==> src/rtl/median_filter_pkg.sv <==
// rtl/median_filter_pkg.sv - shared types and constants for the median-filter frame sequencer
package median_filter_pkg;

    typedef enum logic [1:0] {
        SEQ_IDLE  = 2'd0,
        SEQ_RUN   = 2'd1,
        SEQ_FLUSH = 2'd2,
        SEQ_DONE  = 2'd3
    } seq_state_e;

    typedef struct packed {
        logic sof;
        logic eol;
        logic eof;
        logic bord;
        logic flush;
    } seq_tag_t;

    localparam int MIN_DIM = 3;
    localparam int DEF_IW  = 640;
    localparam int DEF_IH  = 480;

endpackage

==> src/rtl/median_filter_seq_oreg.sv <==
// rtl/median_filter_seq_oreg.sv - single-stage output register for pixel data, coordinates and tags
module median_filter_seq_oreg
    import median_filter_pkg::*;
#(
    parameter int DW_PX  = 8,
    parameter int DW_DIM = 16
) (
    input  logic              clk,
    input  logic              rst,
    input  logic              ld_i,
    input  logic [DW_PX-1:0]  dat_i,
    input  logic [DW_DIM-1:0] x_i,
    input  logic [DW_DIM-1:0] y_i,
    input  seq_tag_t          tag_i,
    input  logic              rdy_i,
    output logic              free_o,
    output logic              vld_o,
    output logic [DW_PX-1:0]  dat_o,
    output logic [DW_DIM-1:0] x_o,
    output logic [DW_DIM-1:0] y_o,
    output seq_tag_t          tag_o
);

    logic              vld_q;
    logic              vld_d;
    logic [DW_PX-1:0]  dat_q;
    logic [DW_DIM-1:0] x_q;
    logic [DW_DIM-1:0] y_q;
    seq_tag_t          tag_q;

    // The register may be refilled in the same cycle its current beat is taken.
    assign free_o = !vld_q || rdy_i;
    assign vld_d  = ld_i || (vld_q && !rdy_i);

    always_ff @(posedge clk or posedge rst) begin
        if (rst) begin
            vld_q <= 1'b0;
            dat_q <= '0;
            x_q   <= '0;
            y_q   <= '0;
            tag_q <= '0;
        end else begin
            vld_q <= vld_d;
            if (ld_i) begin
                dat_q <= dat_i;
                x_q   <= x_i;
                y_q   <= y_i;
                tag_q <= tag_i;
            end
        end
    end

    assign vld_o = vld_q;
    assign dat_o = dat_q;
    assign x_o   = x_q;
    assign y_o   = y_q;
    assign tag_o = tag_q;

endmodule

==> src/rtl/median_filter_seq.sv <==
// rtl/median_filter_seq.sv - raster frame sequencer with flush injection; MEDIAN_FILTER_SEQ_STAT_EN enables frame_cnt
module median_filter_seq
    import median_filter_pkg::*;
#(
    parameter int DW_PX  = 8,
    parameter int DW_DIM = 16
) (
    input  logic              clk,
    input  logic              rst,
    input  logic              en,
    input  logic [DW_DIM-1:0] iw,
    input  logic [DW_DIM-1:0] ih,
    input  logic              s_vld,
    output logic              s_rdy,
    input  logic [DW_PX-1:0]  s_dat,
    output logic              m_vld,
    input  logic              m_rdy,
    output logic [DW_PX-1:0]  m_dat,
    output logic [DW_DIM-1:0] m_x,
    output logic [DW_DIM-1:0] m_y,
    output logic              m_sof,
    output logic              m_eol,
    output logic              m_eof,
    output logic              m_bord,
    output logic              m_flush,
    output logic              busy,
    output logic              frame_done,
    output logic              cfg_err,
    output logic [15:0]       frame_cnt
);

    seq_state_e        state_q;
    logic [DW_DIM-1:0] x_q;
    logic [DW_DIM-1:0] y_q;
    logic [DW_DIM-1:0] iw_q;
    logic [DW_DIM-1:0] ih_q;
    logic [DW_DIM-1:0] fx_q;
    logic [DW_DIM:0]   fcnt_q;
    logic              cfg_err_q;
    logic              frame_done_q;

    logic              oreg_free;
    logic              ld;
    logic [DW_PX-1:0]  ld_dat;
    logic [DW_DIM-1:0] ld_x;
    logic [DW_DIM-1:0] ld_y;
    seq_tag_t          ld_tag;
    seq_tag_t          m_tag;
    logic              geom_ok;
    logic              at_eol;
    logic              at_last_row;
    logic [DW_DIM:0]   fcnt_d;

    assign geom_ok     = (iw >= DW_DIM'(MIN_DIM)) && (ih >= DW_DIM'(MIN_DIM));
    assign at_eol      = (x_q == iw_q - DW_DIM'(1));
    assign at_last_row = (y_q == ih_q - DW_DIM'(1));
    // One extra bit so a full-scale width still yields a non-zero flush length.
    assign fcnt_d      = {1'b0, iw_q} + (DW_DIM+1)'(1);

    assign s_rdy = (state_q == SEQ_RUN) && oreg_free;

    always_comb begin
        ld     = 1'b0;
        ld_dat = '0;
        ld_x   = x_q;
        ld_y   = y_q;
        ld_tag = '0;
        case (state_q)
            SEQ_RUN: begin
                ld          = s_vld && s_rdy;
                ld_dat      = s_dat;
                ld_tag.sof  = (x_q == '0) && (y_q == '0);
                ld_tag.eol  = at_eol;
                ld_tag.eof  = at_eol && at_last_row;
                ld_tag.bord = (x_q == '0) || (y_q == '0) || at_eol || at_last_row;
            end
            SEQ_FLUSH: begin
                ld           = oreg_free;
                ld_x         = fx_q;
                ld_y         = ih_q;
                ld_tag.flush = 1'b1;
            end
            default: ;
        endcase
    end

    always_ff @(posedge clk or posedge rst) begin
        if (rst) begin
            state_q      <= SEQ_IDLE;
            x_q          <= '0;
            y_q          <= '0;
            iw_q         <= '0;
            ih_q         <= '0;
            fx_q         <= '0;
            fcnt_q       <= '0;
            cfg_err_q    <= 1'b0;
            frame_done_q <= 1'b0;
        end else begin
            frame_done_q <= 1'b0;
            case (state_q)
                SEQ_IDLE: begin
                    if (en) begin
                        if (geom_ok) begin
                            iw_q      <= iw;
                            ih_q      <= ih;
                            x_q       <= '0;
                            y_q       <= '0;
                            cfg_err_q <= 1'b0;
                            state_q   <= SEQ_RUN;
                        end else begin
                            cfg_err_q <= 1'b1;
                        end
                    end
                end
                SEQ_RUN: begin
                    if (ld) begin
                        if (at_eol) begin
                            x_q <= '0;
                            y_q <= y_q + DW_DIM'(1);
                            if (at_last_row) begin
                                fcnt_q  <= fcnt_d;
                                fx_q    <= '0;
                                state_q <= SEQ_FLUSH;
                            end
                        end else begin
                            x_q <= x_q + DW_DIM'(1);
                        end
                    end
                end
                SEQ_FLUSH: begin
                    if (ld) begin
                        fx_q   <= fx_q + DW_DIM'(1);
                        fcnt_q <= fcnt_q - (DW_DIM+1)'(1);
                        if (fcnt_q == (DW_DIM+1)'(1)) begin
                            state_q <= SEQ_DONE;
                        end
                    end
                end
                SEQ_DONE: begin
                    if (oreg_free) begin
                        frame_done_q <= 1'b1;
                        state_q      <= SEQ_IDLE;
                    end
                end
                default: state_q <= SEQ_IDLE;
            endcase
        end
    end

    median_filter_seq_oreg #(
        .DW_PX  (DW_PX),
        .DW_DIM (DW_DIM)
    ) u_oreg (
        .clk    (clk),
        .rst    (rst),
        .ld_i   (ld),
        .dat_i  (ld_dat),
        .x_i    (ld_x),
        .y_i    (ld_y),
        .tag_i  (ld_tag),
        .rdy_i  (m_rdy),
        .free_o (oreg_free),
        .vld_o  (m_vld),
        .dat_o  (m_dat),
        .x_o    (m_x),
        .y_o    (m_y),
        .tag_o  (m_tag)
    );

    assign m_sof      = m_tag.sof;
    assign m_eol      = m_tag.eol;
    assign m_eof      = m_tag.eof;
    assign m_bord     = m_tag.bord;
    assign m_flush    = m_tag.flush;
    assign busy       = (state_q != SEQ_IDLE);
    assign frame_done = frame_done_q;
    assign cfg_err    = cfg_err_q;

`ifdef MEDIAN_FILTER_SEQ_STAT_EN
    logic [15:0] frame_cnt_q;

    always_ff @(posedge clk or posedge rst) begin
        if (rst) begin
            frame_cnt_q <= '0;
        end else if (frame_done_q) begin
            frame_cnt_q <= frame_cnt_q + 16'd1;
        end
    end

    assign frame_cnt = frame_cnt_q;
`else
    assign frame_cnt = '0;
`endif

endmodule

==> config.mk <==
export PLATFORM = sky130hd
export DESIGN_NAME = median_filter_seq
export DESIGN_NICKNAME = d
export VERILOG_FILES = /design/src/rtl/median_filter_pkg.sv /design/src/rtl/median_filter_seq_oreg.sv /design/src/rtl/median_filter_seq.sv
export SDC_FILE = /design/constraint.sdc
export NUM_CORES = 1
export LEC_CHECK = 0
export BUFFER_PORTS_ARGS = -buffer_cell sky130_fd_sc_hd__buf_2
export CAP_MARGIN = 20
export CELL_PAD_IN_SITES_DETAIL_PLACEMENT = 1
export CELL_PAD_IN_SITES_GLOBAL_PLACEMENT = 1
export CORE_MARGIN = 10
export CORE_UTILIZATION = 40
export CTS_BUF_LIST = sky130_fd_sc_hd__clkbuf_4 sky130_fd_sc_hd__clkbuf_8
export DETAILED_ROUTE_END_ITERATION = 8
export GPL_TIMING_DRIVEN = 1
export PLACE_DENSITY = 0.73
export SYNTH_ARGS = -nofsm -noshare
export SYNTH_HDL_FRONTEND = slang
export SYNTH_SLANG_ARGS = --single-unit
==> constraint.sdc <==
create_clock -name clk -period 6.01 [get_ports clk]
set_clock_uncertainty 0.2 [all_clocks]
set_input_delay 1.202 -clock clk [delete_from_list [all_inputs] [get_ports clk]]
set_output_delay 1.202 -clock clk [all_outputs]
set_load 0.1 [all_outputs]
==> impl_metrics.yaml <==
outcome:
  run_status: "finished clean"
yosys:
  post_synth_instance_area_um2: 8930
  postSynth.asyncResetShare: 1.00
  synth_area_per_cell_um2: 9.07
  yosys_most_used_dff: "sky130_fd_sc_hd__dfrtp_1"
  number_of_warnings_printed_during_yosys_synthesis: 0
  library_cells_used_by_synthesis: 69
  top_post_synthesis_cells_by_area: "sky130_fd_sc_hd__dfrtp_1, sky130_fd_sc_hd__nand2_1, sky130_fd_sc_hd__mux2_2"
  seq_area_frac_synth: 0.412
  yosys_register_bits: 147
  cell_accounting_for_the_most_synthesized_area: "sky130_fd_sc_hd__dfrtp_1"
  number_of_flops_mapped_to_enable_cells_by_yosys: 0
  postSynthCellCount: 985
  synth_top_area_frac: 0.412
cts:
  tritoncts_clock_tree: "yes"
  post_cts_hold_buffer_count: 0
  ctsHtreeMaxLevel: 4
  clkTransAtPathRegs_ns: 0.09
  post_cts_resized: 0
  cts-root-to-sink-buffers: 2
  cts.sink_count: 147
  cts-root-buf: "sky130_fd_sc_hd__clkbuf_8"
  worstSkewPairLatency_ns: 0.47
  numCtsBuffers: 17
  post_cts.repair.setup_buffers: 0
drt:
  antenna_violating_nets_post_route: 0
  via_per_inst: 5.78
  totalWireLength_um: 26900
  residual_drc_count: 0
  number_of_iterations_in_the_first_detailed_routing_pass: 5
  post_dr_wirelength_cell_um: 20.4
  detail_route.iter0.violations: 509
  dr_total_vias: 7633
sta:
  max_freq_ghz: 0.218
  report.final.slew_viol_count: 0
  grt_setup_unrepaired: "no"
  final-setup-viol-count: 0
  setup_tns_ns: 0
  final.setup.worst_slack_ns: 1.43
  final_report_hold_violation_count: 0
  finalCritPeriodShare: 0.762
  timing.slew.headroom: 0.325
  tightest_slew_ns: 1.01
  final.min_clock_period_ns: 4.58
worst_setup_path:
  nature_of_the_critical_path_startpoint: "flop"
  cp_data_arrival_time_ns: 4.73
  end_kind: "flop"
  worst-path-max-fanout: 16
  crit_required_ns: 6.16
  worstSetupPathType: "flop to flop"
global_route:
  grt.total_usage: 0.187
  grt_use_met3: 0.0361
  grt_max_degree: 80
  overflow: 0
  gr-max-usage-layer: "met2"
  initial_antenna_violation_count: 0
  grt_pass1_wl_um: 43400
  use_met2: 0.301
  grt_pass1_vias: 7834
  grt.met1_usage: 0.251
pwr:
  power_frac_clock: 0.359
  share_seq_of_total_power: 0.452
  post-layout-total-power_mw: 2.43
  cellInternalPower_mw: 1.59
  net-switching-power_mw: 0.843
  power_frac_comb: 0.189
  switching_share: 0.347
  cellLeakagePower_nw: 4.34
  cell_pwr_density_nw_per_um2: 245
  max_ir_drop_vdd_v: 0.000148
run:
  maxCapViolations: 0
die:
  start_util: 0.408
  design.die.area_um2: 28700
  ioPinCount: 111
  die-height_um: 169
  core-area_um2: 21900
  placementRows: 54
  dieWidth_um: 169
placed_design:
  place_congestion: 0.841
  post-dp-hpwl_um: 19600
  io_buffers: 94
  pre_cts_ws_ns: 1.45
final_layout:
  layout-area-overhead-vs-synth_pct: 10.9
  drive_above_1_share: 0.178
  layout.filler_cells: 2570
  total_area_of_multi_input_combinational_cells_um2: 4790
  layout.nets: 1087
  antenna_cells_inserted: 0
  seq_area_um2: 3680
hold_path:
  worstHoldPathType: "flop to flop"
-- worst paths after layout --
kind | start | end | slack (ns) | depth (start not counted)
worst max-delay path | iw_q[0] | fx_q[15] | 1.43 | 10
worst min-delay path | u_oreg.dat_o[6] | u_oreg.dat_o[6] | 0.27 | 2
worst max register to register | iw_q[0] | fx_q[15] | 1.43 | 10
worst min register to register | u_oreg.dat_o[6] | u_oreg.dat_o[6] | 0.27 | 2
max in group asynchronous | rst | x_q[5] | 3.90 | 3
min in group asynchronous | rst | u_oreg.dat_o[5] | 0.66 | 2
-- cells in the mapped netlist (3+ instances only) --
library cell	number
sky130_fd_sc_hd__and4_1	4
sky130_fd_sc_hd__clkbuf_1	65
sky130_fd_sc_hd__inv_1	30
sky130_fd_sc_hd__nor3b_1	5
sky130_fd_sc_hd__a221oi_1	7
sky130_fd_sc_hd__or4_1	21
sky130_fd_sc_hd__nand4_1	21
sky130_fd_sc_hd__buf_1	8
sky130_fd_sc_hd__ha_1	15
sky130_fd_sc_hd__o311ai_0	3
sky130_fd_sc_hd__nor4b_1	3
sky130_fd_sc_hd__a211o_1	3
sky130_fd_sc_hd__nor2b_1	4
sky130_fd_sc_hd__buf_4	16
sky130_fd_sc_hd__a21boi_0	4
sky130_fd_sc_hd__or2_2	3
sky130_fd_sc_hd__nand3_1	46
sky130_fd_sc_hd__or3_1	11
sky130_fd_sc_hd__o31ai_1	19
sky130_fd_sc_hd__dfrtp_1	147
sky130_fd_sc_hd__a31oi_1	13
sky130_fd_sc_hd__xnor2_1	39
sky130_fd_sc_hd__nor4_1	23
sky130_fd_sc_hd__o221ai_1	7
sky130_fd_sc_hd__nand2b_1	16
sky130_fd_sc_hd__mux2_2	34
sky130_fd_sc_hd__a211oi_1	8
sky130_fd_sc_hd__and3_1	14
sky130_fd_sc_hd__nor3_1	26
sky130_fd_sc_hd__and2_1	4
sky130_fd_sc_hd__o22ai_1	6
sky130_fd_sc_hd__nand3b_1	9
sky130_fd_sc_hd__buf_2	4
sky130_fd_sc_hd__mux2i_1	32
sky130_fd_sc_hd__nor2_1	49
sky130_fd_sc_hd__xor2_1	23
sky130_fd_sc_hd__nand2_1	104
sky130_fd_sc_hd__a21oi_1	34
sky130_fd_sc_hd__o211ai_1	6
sky130_fd_sc_hd__o21ai_0	60
-- state kept, by name (all words and copies together) (netlist names) --
signal,flops
u_oreg.x_o,16
iw_q,16
u_oreg.tag_o,5
fcnt_q,17
state_q,2
u_oreg.dat_o,8
ih_q,16
cfg_err,1
fx_q,16
frame_done,1
u_oreg.vld_o,1
x_q,16
u_oreg.y_o,16
y_q,16
-- cells in the final DEF (no fill, tap or decap), drive strengths merged, types with 5 or more instances in the layout --
master	instances
mux2i	32
or4	22
a31oi	13
a221oi	7
nor3b	5
and3	14
o21ai	60
nand2	104
clkinv	6
conb	16
or3	11
nor4b	5
nand3	46
nor4	25
ha	15
nand2b	16
nor3	26
dfrtp	147
nand3b	9
o221ai	7
nor2	49
inv	31
clkbuf	20
o211ai	6
nand4	21
buf	103
a211oi	8
o31ai	19
xnor2	39
a21oi	36
o22ai	6
mux2	34
xor2	23
-- metal layers --
| layer | wire, um | vias up |
|---|---|---|
| met4 | 479 | 0 |
| met3 | 1040 | 25 |
| li1 | - | 3610 |
| met2 | 12800 | 160 |
| met1 | 12500 | 3838 |
| met5 | 0 | - |
-- per-stage QoR --
stage | hold slack [ns] | utilization | area [um^2] | std cells
after floorplan | 0.297 | - | 8990 | 1000
after global placement | 0.244 | 0.433 | 9470 | 1288
after detailed placement | 0.252 | 0.433 | 9470 | 1288
after CTS | 0.275 | 0.453 | 9910 | 1320
after global routing | 0.306 | 0.453 | 9910 | 1320
final | 0.270 | 0.453 | 9910 | 1320
-- power by group through the flow --
stage | clock (mW) | sequential, mW | combinational (mW)
final | 0.873 | 1.10 | 0.459
after global routing | 0.939 | 1.10 | 0.493
after global placement | 0 | 1.12 | 0.460
after detailed placement | 0 | 1.12 | 0.465
after CTS | 0.895 | 1.10 | 0.465
after floorplan | 0 | 1.28 | 0.197
-- worst max-delay path: stages (launching register included) --
cell,delay [ns]
sky130_fd_sc_hd__dfrtp_1,0.46
sky130_fd_sc_hd__inv_1,0.11
sky130_fd_sc_hd__ha_1,0.20
sky130_fd_sc_hd__or4b_4,0.51
sky130_fd_sc_hd__o41a_1,0.35
sky130_fd_sc_hd__or4_1,0.50
sky130_fd_sc_hd__o311ai_1,0.10
sky130_fd_sc_hd__nor4b_4,0.57
sky130_fd_sc_hd__a21o_1,0.58
sky130_fd_sc_hd__nand2_1,0.43
sky130_fd_sc_hd__o311ai_0,0.43
-- area by class of cell --
class,instances,area share
inverter,30,0.0119
sequential,147,0.371
clock buffer,20,0.0259
tap,280,0.0353
clock inverter,12,0.0183
multi-input combinational,728,0.483
timing repair buffer,103,0.0543
-- logic make-up after synthesis --
group	share of synthesized area
XOR/XNOR	0.0608
AO/OA/AOI/OAI	0.141
other	0.000420
flip-flops	0.412
multiplexers	0.0787
buffers and inverters	0.0615
AND/OR/NAND/NOR	0.224
adder cells (fa/ha/maj)	0.0210
No activity file was read; power rests on OpenSTA's default activity.
